File: config.mk
export PLATFORM = sky130hd
export DESIGN_NAME = recv_send_m_1ofn
export DESIGN_NICKNAME = d
export VERILOG_FILES = /design/src/rtl/recv_send_m_1ofn.sv
export SDC_FILE = /design/constraint.sdc
export NUM_CORES = 1
export LEC_CHECK = 0
export ABC_AREA = 1
export CAP_MARGIN = 20
export CELL_PAD_IN_SITES_DETAIL_PLACEMENT = 0
export CELL_PAD_IN_SITES_GLOBAL_PLACEMENT = 1
export CORE_MARGIN = 1.5
export CORE_UTILIZATION = 34
export DETAILED_ROUTE_END_ITERATION = 12
export PLACE_DENSITY_LB_ADDON = 0.1
export SYNTH_ARGS = -nofsm -noshare
export SYNTH_HDL_FRONTEND = slang
export SYNTH_SLANG_ARGS = --single-unit
File: constraint.sdc
create_clock -name CLK -period 1.25 [get_ports CLK]
set_clock_uncertainty 0.05 [all_clocks]
set_input_delay 0.1875 -clock CLK [delete_from_list [all_inputs] [get_ports CLK]]
set_output_delay 0.1875 -clock CLK [all_outputs]
set_load 0.03 [all_outputs]
File: src/rtl/recv_send_m_1ofn.sv
// e1ofN four-phase <-> valid/ready adapter: receive path buffers one token, rcv_valid 3 edges after last rail;
// send path registers rails one edge after accept; in_e is withheld while a token waits, snd_ready only when idle.
module recv_send_m_1ofn #(
  parameter int M = 9,
  parameter int N = 2,
  localparam int B = $clog2(N),
  localparam int W = M * B
) (
  input  logic           CLK,
  input  logic           _RESET,
  input  logic [M*N-1:0] in_d,
  output logic           in_e,
  output logic [W-1:0]   rcv_data,
  output logic           rcv_valid,
  input  logic           rcv_ready,
  output logic [M*N-1:0] out_d,
  input  logic           out_e,
  input  logic [W-1:0]   snd_data,
  input  logic           snd_valid,
  output logic           snd_ready
);

  typedef enum logic [1:0] {R_IDLE, R_NEUTRAL, R_HOLD} r_state_t;
  typedef enum logic [1:0] {S_IDLE, S_ACK, S_REN} s_state_t;

  r_state_t r_state;
  s_state_t s_state;

  logic [M*N-1:0] in_s1, in_s2;
  logic           oe_s1, oe_s2;
  logic           complete, neutral;
  logic [W-1:0]   dec;
  logic [M*N-1:0] enc;

  always_ff @(posedge CLK or negedge _RESET) begin
    if (!_RESET) begin
      in_s1 <= '0;
      in_s2 <= '0;
      oe_s1 <= 1'b0;
      oe_s2 <= 1'b0;
    end else begin
      in_s1 <= in_d;
      in_s2 <= in_s1;
      oe_s1 <= out_e;
      oe_s2 <= oe_s1;
    end
  end

  // Lowest set rail wins, so the downward loop lets lower indices overwrite higher ones.
  always_comb begin
    complete = 1'b1;
    neutral  = (in_s2 == '0);
    dec      = '0;
    for (int i = 0; i < M; i++) begin
      if (in_s2[i*N +: N] == '0)
        complete = 1'b0;
      for (int j = N - 1; j >= 0; j--) begin
        if (in_s2[i*N + j])
          dec[i*B +: B] = B'(j);
      end
    end
  end

  always_comb begin
    enc = '0;
    for (int i = 0; i < M; i++) begin
      for (int j = 0; j < N; j++) begin
        if (snd_data[i*B +: B] == B'(j))
          enc[i*N + j] = 1'b1;
      end
    end
  end

  // Starts in R_HOLD so in_e rises as soon as the synchronized rails read neutral.
  always_ff @(posedge CLK or negedge _RESET) begin
    if (!_RESET) begin
      r_state   <= R_HOLD;
      in_e      <= 1'b0;
      rcv_valid <= 1'b0;
      rcv_data  <= '0;
    end else begin
      if (rcv_valid && rcv_ready)
        rcv_valid <= 1'b0;
      case (r_state)
        R_IDLE: begin
          if (complete) begin
            rcv_data  <= dec;
            rcv_valid <= 1'b1;
            in_e      <= 1'b0;
            r_state   <= R_NEUTRAL;
          end
        end
        R_NEUTRAL: begin
          if (neutral)
            r_state <= R_HOLD;
        end
        R_HOLD: begin
          if (neutral && !rcv_valid) begin
            in_e    <= 1'b1;
            r_state <= R_IDLE;
          end
        end
        default: r_state <= R_HOLD;
      endcase
    end
  end

  assign snd_ready = (s_state == S_IDLE) && oe_s2;

  always_ff @(posedge CLK or negedge _RESET) begin
    if (!_RESET) begin
      s_state <= S_IDLE;
      out_d   <= '0;
    end else begin
      case (s_state)
        S_IDLE: begin
          if (snd_valid && snd_ready) begin
            out_d   <= enc;
            s_state <= S_ACK;
          end
        end
        S_ACK: begin
          if (!oe_s2) begin
            out_d   <= '0;
            s_state <= S_REN;
          end
        end
        S_REN: begin
          if (oe_s2)
            s_state <= S_IDLE;
        end
        default: s_state <= S_IDLE;
      endcase
    end
  end

endmodule

Word-level counts from Yosys, hierarchy flattened. Index checks and enable logic that the tools add are counted.

Flip-flop bits (word level): 71. Input bits: 32. Output and inout port bits: 30. Word-level logic and storage cells: 106.

Equality and inequality tests: 10. Multiplexer cells: 62. Reductions and logical operators: 24.

Operator list (number): $mux 1 (50); $mux 18 (2); $pmux 18 s2 (1); $logic_not 2->1 (11); $logic_not 18->1 (1); $mux 2 (6); $pmux 2 s3 (2); $reduce_and 3->1 (4); $ne 2x2->1 const B (5); $eq 2x1->1 const B (2); $eq 2x2->1 const B (2); $logic_and 1x1->1 (4); $reduce_bool 2->1 (2); $ne 2x1->1 const B (1); $pmux 1 s2 (1); $reduce_and 2->1 (1); $logic_not 1->1 (1).

Longest topological paths before layout. Gate-level depths: netlist of the first run.

Depth after elaboration: 12. Gate-level depth with buffers: 8. Gate-level depth less buffers: 8.

Worst setup path after synthesis of the first run. Ideal clock, no wire load.

Path kind: reg2reg. From: reg s_state[0]. To: reg out_d[12]. Arrival: 1376 ps. Setup slack: -294 ps. Cell stages (with the launch flop): 6. Path buffers: 1. Cells stage by stage: dfrtp_1 -> nor3_4 -> nand2_4 -> buf_6 -> nand3_2 -> o21ai_2.

Longest elaborated chain between the ends: 5.

RTL lines: start: declaration (line 27) `s_state_t s_state;`; start signal: assignment (line 112) `s_state <= S_IDLE;`; start signal: assignment (line 119) `s_state <= S_ACK;`; start signal: assignment (line 125) `s_state <= S_REN;`; $logic_not 2->1 (line 108) `assign snd_ready = (s_state == S_IDLE) && oe_s2;`; $logic_and 1x1->1 (line 108); via snd_ready (line 20) `output logic snd_ready`; $logic_and 1x1->1 (line 117) `if (snd_valid && snd_ready) begin`; $ne 2x1->1 (no source line); $reduce_and 3->1 (no source line); end signal: assignment (line 118) `out_d <= enc;`; end: declaration (line 16) `output logic [M*N-1:0] out_d,`.

The timed path passes the listed nets, and every way through them passes these cells. A chain may end at the register's enable or synchronous reset.

Final worst setup path of the first run.
From: reg oe_s2. To: out snd_ready.

Longest elaborated chain between the ends: 1.

RTL lines: start: declaration (line 30) `logic oe_s1, oe_s2;`; start signal: assignment (line 45) `oe_s2 <= oe_s1;`; $logic_and 1x1->1 (line 108); end: declaration (line 20).

No other way between the ends.

==> results by group, run 1 <==
Status
  • Status: finished, violations left
  • Failing checks: negative setup slack

Setup path
  • Critical Path Fanout Max: 2
  • Critical Path Source Type: register
  • WP data arrival: 1.24 ns
  • Worst stage delay on the critical path: 0.36 ns
  • Critical Path End Type: output pin
  • CP cell instances: inv_2 -> nor3_4 -> buf_6 -> buf_6
  • FF-to-FF setup slack: -0.18 ns
  • Req. time, crit path: 1.01 ns
  • Most Frequent Cell on Critical Path: buf_6
  • Slowest-stage cell, CP: dfrtp_1
  • Critical path class: register to output pin

Clock network
  • Root buf cell: clkbuf_8
  • CTS buffer count: 9
  • Reg clk slew, reported paths: 0.07 ns
  • Later-pin clock latency in the skew report: 0.33 ns
  • CTS tree: built
  • H-tree Lvls: 3
  • Clock Tree Buf Depth: 2
  • CTS Sinks: 71

Global routing
  • Global-route wire length before repair: 8600 um
  • GR Util met2: 0.217
  • Met1 usage: 0.173
  • GRT Max-Usage Layer: met2
  • Initial antenna violation count: 0
  • Global-route track usage on met3: 0.0592
  • Gr ovfl total: 0
  • Vias in the first global route: 1812
  • Total GRT Usage: 0.138
  • Largest net degree at the start of global routing: 72

Timing
  • Final worst-path cycle share: 1.18
  • Setup ws final: -0.224 ns
  • Slew Viols, Final: 0
  • Rel. slew slack: 0.720
  • Unrepaired setup endpoints after global routing: true
  • F_max: 0.679 GHz
  • Setup TNS: -3.45 ns
  • Setup violators final: 30
  • Final hold violation count: 0
  • Period minus WS final: 1.47 ns
  • Worst hold slack: 0.237 ns
  • Least-Margin Pin Slew: 0.419 ns

Routing
  • DRC viols: 0
  • Drt total wl: 5200 um
  • DR vias: 1889
  • DRT antenna net count: 0
  • First-pass DRT Iterations: 6
  • DR WL/cell: 11.8 um
  • DR iter-0 viols: 96
  • Vias/cell: 4.30

Finish
  • Ant diodes: 0
  • Layout area overhead: 50.7%
  • Fill count: 684
  • Layout Nets: 367
  • Leading cell type in the layout, fill and taps excluded: dfrtp_1
  • Commonest cells after routing, fill and taps aside: 70 x dfrtp_1, 50 x buf_4, 41 x nand2_1
  • Design Area, Final: 3870 sq um
  • Share of layout cells above drive strength 1: 0.379

Power and ir drop
  • Pwr dens: 1880 nW/um^2
  • Worst vdd ir: 0.820 mV
  • Power Total: 7.28 mW
  • LEAKAGE: 1.89 nW

Synthesis
  • Area contributors post-synth: dfrtp_1 68%, nand2_1 7.3%, nand3_1 5.3%
  • Syn. warnings: 0
  • Syn avg cell area: 11.0 sq um
  • Cells after Synth: 233
  • Sequential element share of the synthesized area: 0.692
  • Mapped Area: 2570 sq um
  • Area share of the largest cell type after synthesis: 0.682
  • Syn_nets: 265
  • Seq cells post-synth: 71
  • Yosys top cell by area: dfrtp_1
  • Netlist cell types: 21

Floorplan
  • Row count: 31
  • Core Box Area: 7290 sq um
  • IO Count: 62
  • Initial Util: 0.352
  • Die Span Y: 89.9 um
  • Overall die width: 89.9 um
  • DIE AREA: 8090 sq um

Worst hold path
  • Hold crit path type: primary input to register

Placement
  • Pre-CTS WS: -0.0849 ns
  • DP Area: 3420 sq um
  • GPL Wtd Cong: 0.703
  • DP HPWL: 3510 um
  • PortBufs: 61

Flow run
  • Max_cap viols: 0
## metrics by stage
step / std cells / utilization
global route: 439 / 0.531
CTS: 434 / 0.517
finish: 439 / 0.531
global placement: 412 / 0.469
detailed placement: 412 / 0.469
floorplan: 233 / -
## synth_stat cells, drive strengths merged
| master | instances |
|---|---|
| nor2 | 32 |
| nand4 | 9 |
| nor3 | 1 |
| dfstp | 1 |
| clkbuf | 2 |
| inv | 20 |
| nand2 | 51 |
| buf | 4 |
| a21oi | 1 |
| a31o | 1 |
| and2 | 1 |
| nand3 | 30 |
| o21ai | 10 |
| dfrtp | 70 |
## area by class of cell
cell class	instances	area (sq um)	share of cell area
repair buffers	95	850	0.219
flip-flops and latches	71	1780	0.459
well taps	99	124	0.0320
clock buffers	12	145	0.0375
clock inverters	4	45.0	0.0116
inverters	20	75.1	0.0194
multi-input cells	138	857	0.221
## layer usage
layer / vias up / routed length [um] / share of wire
li1: 959 / - / -
met4: 0 / 27 / 0.0052
met3: 4 / 348 / 0.067
met2: 57 / 2590 / 0.50
met5: - / 0 / 0
met1: 869 / 2230 / 0.43
## power breakdown
part           switching (mW)  leakage (nW)  total, mW  internal, mW
sequential              0.313         0.869       3.05          2.74
combinational            1.43         0.924       2.46          1.03
clock                   0.800         0.100       1.77         0.968
total                    2.54          1.89       7.28          4.74
## registers in the layout, summed over array words and instances (netlist names)
name,flops
rcv_valid,1
in_s1,18
out_d,18
s_state,2
oe_s2,1
r_state,2
rcv_data,9
in_e,1
in_s2,18
oe_s1,1
## critical path: cells and delay by family, from the launching register on
family,cells,cell delay (ns)
buffers and inverters,3,0.32
flip-flops,1,0.36
AND/OR/NAND/NOR,1,0.23
## cell families after synthesis
logic type      Yosys count  share of synthesized area
compound gates           12                     0.0380
flops                    71                      0.692
buf+inv                  26                     0.0472
simple gates            124                      0.223
## path summary, 6_finish.rpt
check                                from     endpoint  cells past startpoint
worst max-delay path                oe_s2    snd_ready                      4
worst min-delay path                out_e        oe_s1                      1
worst max register to register      oe_s2    out_d[14]                      8
worst min register to register  in_s1[10]    in_s2[10]                      0
max in group asynchronous          _RESET     out_d[2]                      3
min in group asynchronous          _RESET  rcv_data[4]                      3
## what timing repair did
| item | 4_1_cts | 5_1_grt |
|---|---|---|
| endpoints found under the hold margin | 70 | 0 |
| resized for setup | 25 | 23 |
| setup endpoints to repair | 32 | 33 |
| pin swaps | 2 | 8 |
| buffers inserted | 3 | 6 |
| gates cloned | 2 | 0 |
| hold buffers | 1 | 0 |
No activity file was read; power rests on OpenSTA's default activity.
==> run 2, diff against run 1 <==
- ABC_AREA: 1 -> unset
- CORE_UTILIZATION: 34 -> 35
- TNS_END_PERCENT: unset -> 10
==> run 2 against run 1 <==
The flow finishes with violations (design-rule violations, negative setup slack). Die area is 9.5% lower. First-iteration DRC count down 52%. Global-route usage fell by 0.086 points. Hold slack better by 0.0029 ns. Critical path depth down 1. Register-to-register slack about the same. Sequential power is 6.6% lower. Fmax grew 2.1%. Sequential cell count stayed put. Non-clock buffer count decreased by 18. Area after synthesis decreased by 7.2%. Via count down 18%. Critical path type unchanged. Critical endpoint unchanged. Largest cell class unchanged. Highest routed layer unchanged.
==> results by group, run 2 <==
Setup path
  • WP data arrival: 1.21 ns (-0.03 ns)
  • CP Launch Point: s_state[0]
  • CP cell instances: buf_6 -> nor3_4 -> buf_6
  • Most Frequent Cell on Critical Path: buf_6
  • Critical Path Fanout Max: 4 (+2)
  • Slowest-stage cell, CP: dfrtp_2
  • Critical path class: register to output pin
  • Req. time, crit path: 1.01 ns (about the same)
  • Worst stage delay on the critical path: 0.44 ns (+0.08 ns)
  • Critical Path End Type: output pin
  • FF-to-FF Start: in_s2[11]
  • Critical Path Source Type: register

Global routing
  • Vias in the first global route: 1652 (-8.8%)
  • Initial antenna violation count: 0 (unchanged)
  • Global-route wire length before repair: 7600 um (-12%)
  • Total GRT Usage: 0.137 (-0.000862)
  • Gr ovfl total: 0 (unchanged)
  • Largest net degree at the start of global routing: 72 (unchanged)

Timing
  • Setup ws final: -0.193 ns (+0.0305 ns)
  • Slew Viols, Final: 0 (unchanged)
  • Rel. slew slack: 0.756 (+0.0357)
  • Setup TNS: -3.12 ns (+0.331 ns)
  • Final worst-path cycle share: 1.15 (-0.0244)
  • F_max: 0.693 GHz (+2.1%)
  • Final hold violation count: 0 (unchanged)
  • Period minus WS final: 1.44 ns (-0.0305 ns)
  • Unrepaired setup endpoints after global routing: true
  • Worst hold slack: 0.240 ns (+0.00288 ns)
  • Least-Margin Pin Slew: 0.367 ns (-0.0523 ns)
  • Setup violators final: 30 (unchanged)

Routing
  • DR vias: 1547 (-18%)
  • Vias/cell: 4.72 (+9.6%)
  • DR WL/cell: 14.6 um (+23%)
  • DR iter-0 viols: 46 (-52%)
  • Drt total wl: 4790 um (-7.8%)
  • First-pass DRT Iterations: 8 (+2)
  • DRC viols: 1 (+1)
  • DRT antenna net count: 0 (unchanged)

Worst hold path
  • Hold crit path type: primary input to register
  • Hold_sp: in_d[8]

Power and ir drop
  • Worst vdd ir: 1.13 mV (+38%)
  • Pwr dens: 1920 nW/um^2 (+2.3%)
  • LEAKAGE: 1.62 nW (-15%)

Finish
  • Ant diodes: 0 (unchanged)
  • Commonest cells after routing, fill and taps aside: 69 x dfrtp_1, 39 x buf_4, 30 x clkdlybuf4s50_1
  • Leading cell type in the layout, fill and taps excluded: dfrtp_1
  • Fill count: 569 (-17%)
  • Share of layout cells above drive strength 1: 0.363 (-0.0169)
  • Final Non-Filler Cells: 328 (-25%)
  • Layout Nets: 278 (-24%)
  • Largest registers: in_s1 x18, in_s2 x18, out_d x18
  • Layout area overhead: 45.7%

Floorplan
  • Die Span Y: 85.5 um (-4.9%)
  • Initial Util: 0.369 (+0.0168)
  • Core Box Area: 6460 sq um (-11%)
  • Overall die width: 85.5 um (-4.9%)
  • IO Count: 62 (unchanged)
  • Row count: 29 (-6.5%)
  • DIE AREA: 7320 sq um (-9.5%)

Flow run
  • Max_cap viols: 0 (unchanged)

Placement
  • DP HPWL: 3120 um (-11%)
  • GPL Wtd Cong: 0.698 (-0.75%)
  • Placed insts: 303 (-26%)
  • Pre-CTS WS: -0.287 ns (-0.202 ns)
  • PortBufs: 61 (unchanged)

Synthesis
  • Syn_nets: 193 (-27%)
  • Post-synth top cells: 70 x dfrtp_1, 12 x o21ai_0, 11 x nor2_1, 9 x nand2_1, 8 x a22o_1
  • Mapped Area: 2380 sq um (-7.2%)
  • Post-synth ARST share: 1.00 (unchanged)
  • Most common cell in the netlist: dfrtp_1
  • Syn. warnings: 0 (unchanged)
  • Yosys top cell by area: dfrtp_1
  • Sequential element share of the synthesized area: 0.746 (+0.0537)
  • Area share of the largest cell type after synthesis: 0.735 (+0.0529)
  • Area contributors post-synth: dfrtp_1 73%, mux2_4 4.4%, a22o_1 2.9%
  • Post-synth EDFFs: 0 (unchanged)
  • Ys flop type: dfrtp_1
  • Netlist cell types: 32 (+52%)
  • Seq cells post-synth: 71 (unchanged)
  • Cells after Synth: 161 (-31%)
  • Syn avg cell area: 14.8 sq um (+34%)

Clock network
  • Root buf cell: clkbuf_8
  • H-tree Lvls: 3 (unchanged)
  • CTS buffer count: 9 (unchanged)
  • Clock Tree Buf Depth: 2 (unchanged)
  • CTS Sinks: 71 (unchanged)
  • Later-pin clock latency in the skew report: 0.33 ns (about the same)
  • CTS tree: built
  • Reg clk slew, reported paths: 0.07 ns (about the same)

Status
  • Status: finished, violations left
  • Failing checks: design-rule violations, negative setup slack
## run 2: changes by cell type in the layout (fill, tap and decap cells not counted), moves of 7 or more
cell     previous run  this run
nand2_1            41         8
nand3_2            16         1
nand2_2             9         1
inv_1              19         4
nor2b_1             0         7
buf_4              50        39
o21ai_2             8         1
mux2_4              0         7
nand3_1            13         1
nand4_1             9         1
nor2_1             22         8
a22o_1              0         8
## run 2: per-stage QoR
step / utilization / power [mW] / area, sq um
floorplan: - / 3.78 / 2400
global placement: 0.473 / 4.45 / 3050
detailed placement: 0.473 / 4.48 / 3050
CTS: 0.523 / 6.70 / 3380
global route: 0.538 / 7.01 / 3470
finish: 0.538 / 6.69 / 3470
## run 2: worst max-delay path, delay by kind of cell, from the launching register on
kind | cells | cell delay [ns]
flip-flops | 1 | 0.44
AND/OR/NAND/NOR | 1 | 0.16
buffers and inverters | 2 | 0.28
## run 2: metal layers
layer  track usage  share of wire  vias up  routed length, um
met2         0.237           0.53       47               2550
met3        0.0645          0.064        2                307
met1         0.150           0.40      770               1910
met4        0.0440         0.0050        0                 24
met5             0              0        -                  0
li1              -              -      728                  -
## run 2: cells by family after synthesis
logic type                count (synthesis)  synth area share
DFF                                      71             0.746
and+or+nand+nor                          44            0.0981
AOI/OAI and AO/OA                        27            0.0771
muxes                                     9            0.0535
buffers and inverters                     9            0.0220
xor gates and xnor gates                  1           0.00367
## run 2: layout make-up
class,count,area [sq um],area share
timing repair buffer,77,684,0.197
clock inverter,6,109,0.0313
sequential,71,1780,0.512
clock buffer,10,128,0.0367
tap,77,96.3,0.0277
multi-input combinational,83,663,0.191
inverter,4,15.0,0.00432
## run 2: final timing paths
path | end | slack, ns | depth (start not counted)
setup / recovery | snd_ready | -0.19 | 3
hold / removal | in_s1[8] | 0.24 | 1
setup reg to reg | rcv_data[5] | -0.19 | 5
hold reg to reg | in_s2[7] | 0.29 | 0
max in group asynchronous | s_state[0] | 0.47 | 3
min in group asynchronous | in_s2[6] | 0.35 | 3
## run 2: where the power goes
part	total, mW	internal (mW)	leakage (nW)	switching [mW]
Clock	2.13	1.32	0.120	0.809
Sequential	2.85	2.64	0.865	0.211
Combinational	1.70	0.778	0.630	0.925
## run 2: timing repair
| action | 4_1_cts | 5_1_grt |
|---|---|---|
| setup buffers | 3 | 3 |
| hold endpoints to repair | 70 | 0 |
| cloned | 0 | 2 |
| hold buffers | 1 | 0 |
| pin swaps | 2 | 9 |
| setup endpoints to repair | 30 | 31 |
| gates resized for setup | 14 | 20 |
==> run 3, diff against run 2 <==
- CORE_UTILIZATION: 35 -> 36
- CTS_BUF_LIST: unset -> sky130_fd_sc_hd__clkbuf_8
==> run 3 against run 2 <==
The run ends with negative setup slack left. Die area is 2.7% lower. Routed wire length is 5.3% lower. Design area is 3.4% lower. Via count is 3.5% lower. Global-route usage hardly changed. Sequential power hardly changed. Combinational power is 5% lower. Count of clock-buffer cells in the layout is 1 lower. Core utilization is 1.2 points lower. Non-clock buffer count is 4 lower. Sequential share of layout area is 1.8 points higher. Hold slack worse by 0.011 ns.
==> results by group, run 3 (synthesized netlist as in run 2, its figures left out) <==
Status
  • Status: finished, violations left
  • Failing checks: negative setup slack

Global routing
  • Vias in the first global route: 1592 (-3.6%)
  • Largest net degree at the start of global routing: 72 (unchanged)
  • Global-route wire length before repair: 7540 um (-0.82%)
  • Total GRT Usage: 0.138 (+0.000310)
  • Gr ovfl total: 0 (unchanged)
  • Initial antenna violation count: 0 (unchanged)

Setup path
  • CP cell instances: nor2_1 -> nor4_2 -> nand3_2 -> buf_12 -> mux2_4
  • Req. time, crit path: 1.42 ns (+0.41 ns)
  • WP data arrival: 1.66 ns (+0.45 ns)
  • Worst path bufs/invs: 1 (-1)
  • Critical Path Source Type: register
  • Worst path top cell family by delay: simple AND/OR/NAND/NOR gates
  • CP Launch Point: in_s2[5]
  • Crit path depth: 5 (+2)
  • Critical Path End Type: register
  • Slowest-stage cell, CP: dfrtp_1
  • Worst reg2reg path depth: 5 (unchanged)
  • Worst stage delay on the critical path: 0.37 ns (-0.07 ns)
  • Worst setup endpoint: rcv_data[4]
  • FF-to-FF End: rcv_data[4]
  • FF-to-FF Start: in_s2[5]
  • FF-to-FF setup slack: -0.24 ns (-0.04 ns)
  • Critical path class: register to register
  • Critical Path Fanout Max: 9 (+5)

Timing
  • Least-Margin Pin Slew: 0.365 ns (-0.00189 ns)
  • Setup ws final: -0.235 ns (-0.0420 ns)
  • Final worst-path cycle share: 1.19 (+0.0336)
  • Worst hold slack: 0.228 ns (-0.0114 ns)
  • Final hold violation count: 0 (unchanged)
  • Setup violators final: 30 (unchanged)
  • Slew Viols, Final: 0 (unchanged)
  • Period minus WS final: 1.49 ns (+0.0420 ns)
  • Unrepaired setup endpoints after global routing: true
  • F_max: 0.673 GHz (-2.8%)
  • Rel. slew slack: 0.757 (+0.00126)

Floorplan
  • IO Count: 62 (unchanged)
  • DIE AREA: 7120 sq um (-2.7%)
  • Die Span Y: 84.4 um (-1.4%)
  • Overall die width: 84.4 um (-1.4%)
  • Initial Util: 0.373 (+0.00420)
  • Row count: 29 (unchanged)
  • Core Box Area: 6390 sq um (-1.1%)

Clock network
  • CTS tree: built
  • Clock Tree Buf Depth: 2 (unchanged)
  • Root buf cell: clkbuf_8
  • CTS Sinks: 71 (unchanged)
  • CTS buffer count: 9 (unchanged)
  • Later-pin clock latency in the skew report: 0.34 ns (about the same)
  • H-tree Lvls: 3 (unchanged)
  • Reg clk slew, reported paths: 0.08 ns (about the same)

Finish
  • Design Area, Final: 3360 sq um (-3.4%)
  • Leading cell type in the layout, fill and taps excluded: dfrtp_1
  • Share of layout cells above drive strength 1: 0.331 (-0.0319)
  • Layout area overhead: 40.8%
  • Fill count: 547 (-3.9%)
  • Commonest cells after routing, fill and taps aside: 70 x dfrtp_1, 39 x buf_4, 30 x clkdlybuf4s50_1
  • Largest registers: in_s1 x18, in_s2 x18, out_d x18
  • Ant diodes: 0 (unchanged)
  • Layout Nets: 272 (-2.2%)
  • Final Non-Filler Cells: 322 (-1.8%)
  • Final core area utilization: 0.526 (-0.0123)

Routing
  • First-pass DRT Iterations: 4 (-4)
  • DRT antenna net count: 0 (unchanged)
  • DR iter-0 viols: 71 (+54%)
  • DRC viols: 0 (-1)
  • DR vias: 1493 (-3.5%)
  • Vias/cell: 4.64 (-1.7%)
  • DR WL/cell: 14.1 um (-3.5%)
  • Drt total wl: 4540 um (-5.3%)

Placement
  • Placed insts: 303 (unchanged)
  • GPL Wtd Cong: 0.775 (+11%)
  • Pre-CTS WS: -0.325 ns (-0.0382 ns)
  • DP Area: 3070 sq um (+0.41%)
  • PortBufs: 61 (unchanged)
  • DP HPWL: 3160 um (+1.4%)

Power and ir drop
  • Worst vdd ir: 1.07 mV (-5.5%)
  • LEAKAGE: 1.57 nW (-2.9%)
  • Pwr dens: 1920 nW/um^2 (-0.26%)

Worst hold path
  • Hold crit path type: primary input to register

Flow run
  • Max_cap viols: 0 (unchanged)
==> run 3: cell count changes in the layout (fill, tap and decap cells not counted), sizes merged <==
| cell | delta |
|---|---|
| clkbuf | -1 |
| a21o | -2 |
| bufinv | -1 |
| buf | -4 |
| clkinv | -1 |
| clkinvlp | +1 |
| inv | +2 |
==> run 3: cell type report <==
type / instances / area, sq um / share of cell area
flip-flops and latches: 71 / 1780 / 0.530
well taps: 77 / 96.3 / 0.0287
clock buffers: 9 / 124 / 0.0369
repair buffers: 73 / 648 / 0.193
inverters: 4 / 15.0 / 0.00447
multi-input cells: 81 / 601 / 0.179
clock inverters: 7 / 95.1 / 0.0283
==> run 3: through the flow <==
| step | power, mW | setup TNS, ns |
|---|---|---|
| 2_1_floorplan | 3.78 | -2.02 |
| 3_3_place_gp | 4.44 | -6.66 |
| 3_5_place_dp | 4.47 | -7.33 |
| 4_1_cts | 6.52 | -3.36 |
| 5_1_grt | 6.74 | -5.43 |
| 6_report | 6.44 | -3.33 |
==> run 3: worst min path at each step <==
stage	startpoint	to	slack, ns	cells after the start
floorplan	_RESET	in_e	-0.16	0
global placement	_RESET	in_s2[7]	0.18	2
detailed placement	_RESET	in_s2[6]	0.19	2
CTS	in_d[7]	in_s1[7]	0.21	1
global route	in_d[9]	in_s1[9]	0.21	1
finish	in_d[7]	in_s1[7]	0.23	1
==> run 3: layer usage <==
| metal | global-route usage | part of all wire | vias up |
|---|---|---|---|
| met4 | 0.0777 | 0.024 | 0 |
| met5 | 0 | 0 | - |
| met3 | 0.0334 | 0.036 | 11 |
| met1 | 0.181 | 0.46 | 730 |
| li1 | - | - | 712 |
| met2 | 0.210 | 0.48 | 40 |
==> run 3: repair_timing <==
item / 4_1_cts / 5_1_grt
gates cloned: 0 / 0
setup buffers: 2 / 0
gates resized for setup: 14 / 3
hold buffers: 1 / 0
setup endpoints to repair: 30 / 31
endpoints found under the hold margin: 70 / 0
pin swaps: 11 / 3
==> run 3: worst register-to-register path, cell delays in order (launching register included) <==
cell     delay (ns)
dfrtp_1        0.37
nor2_1         0.06
nor4_2         0.28
nand3_2        0.14
buf_12         0.17
mux2_4         0.29
==> run 3: power by group <==
part / switching, mW / leakage (nW) / total (mW) / internal [mW]
clock: 0.864 / 0.110 / 1.99 / 1.13
combinational: 0.888 / 0.592 / 1.61 / 0.722
sequential: 0.202 / 0.867 / 2.84 / 2.64
total: 1.95 / 1.57 / 6.44 / 4.49
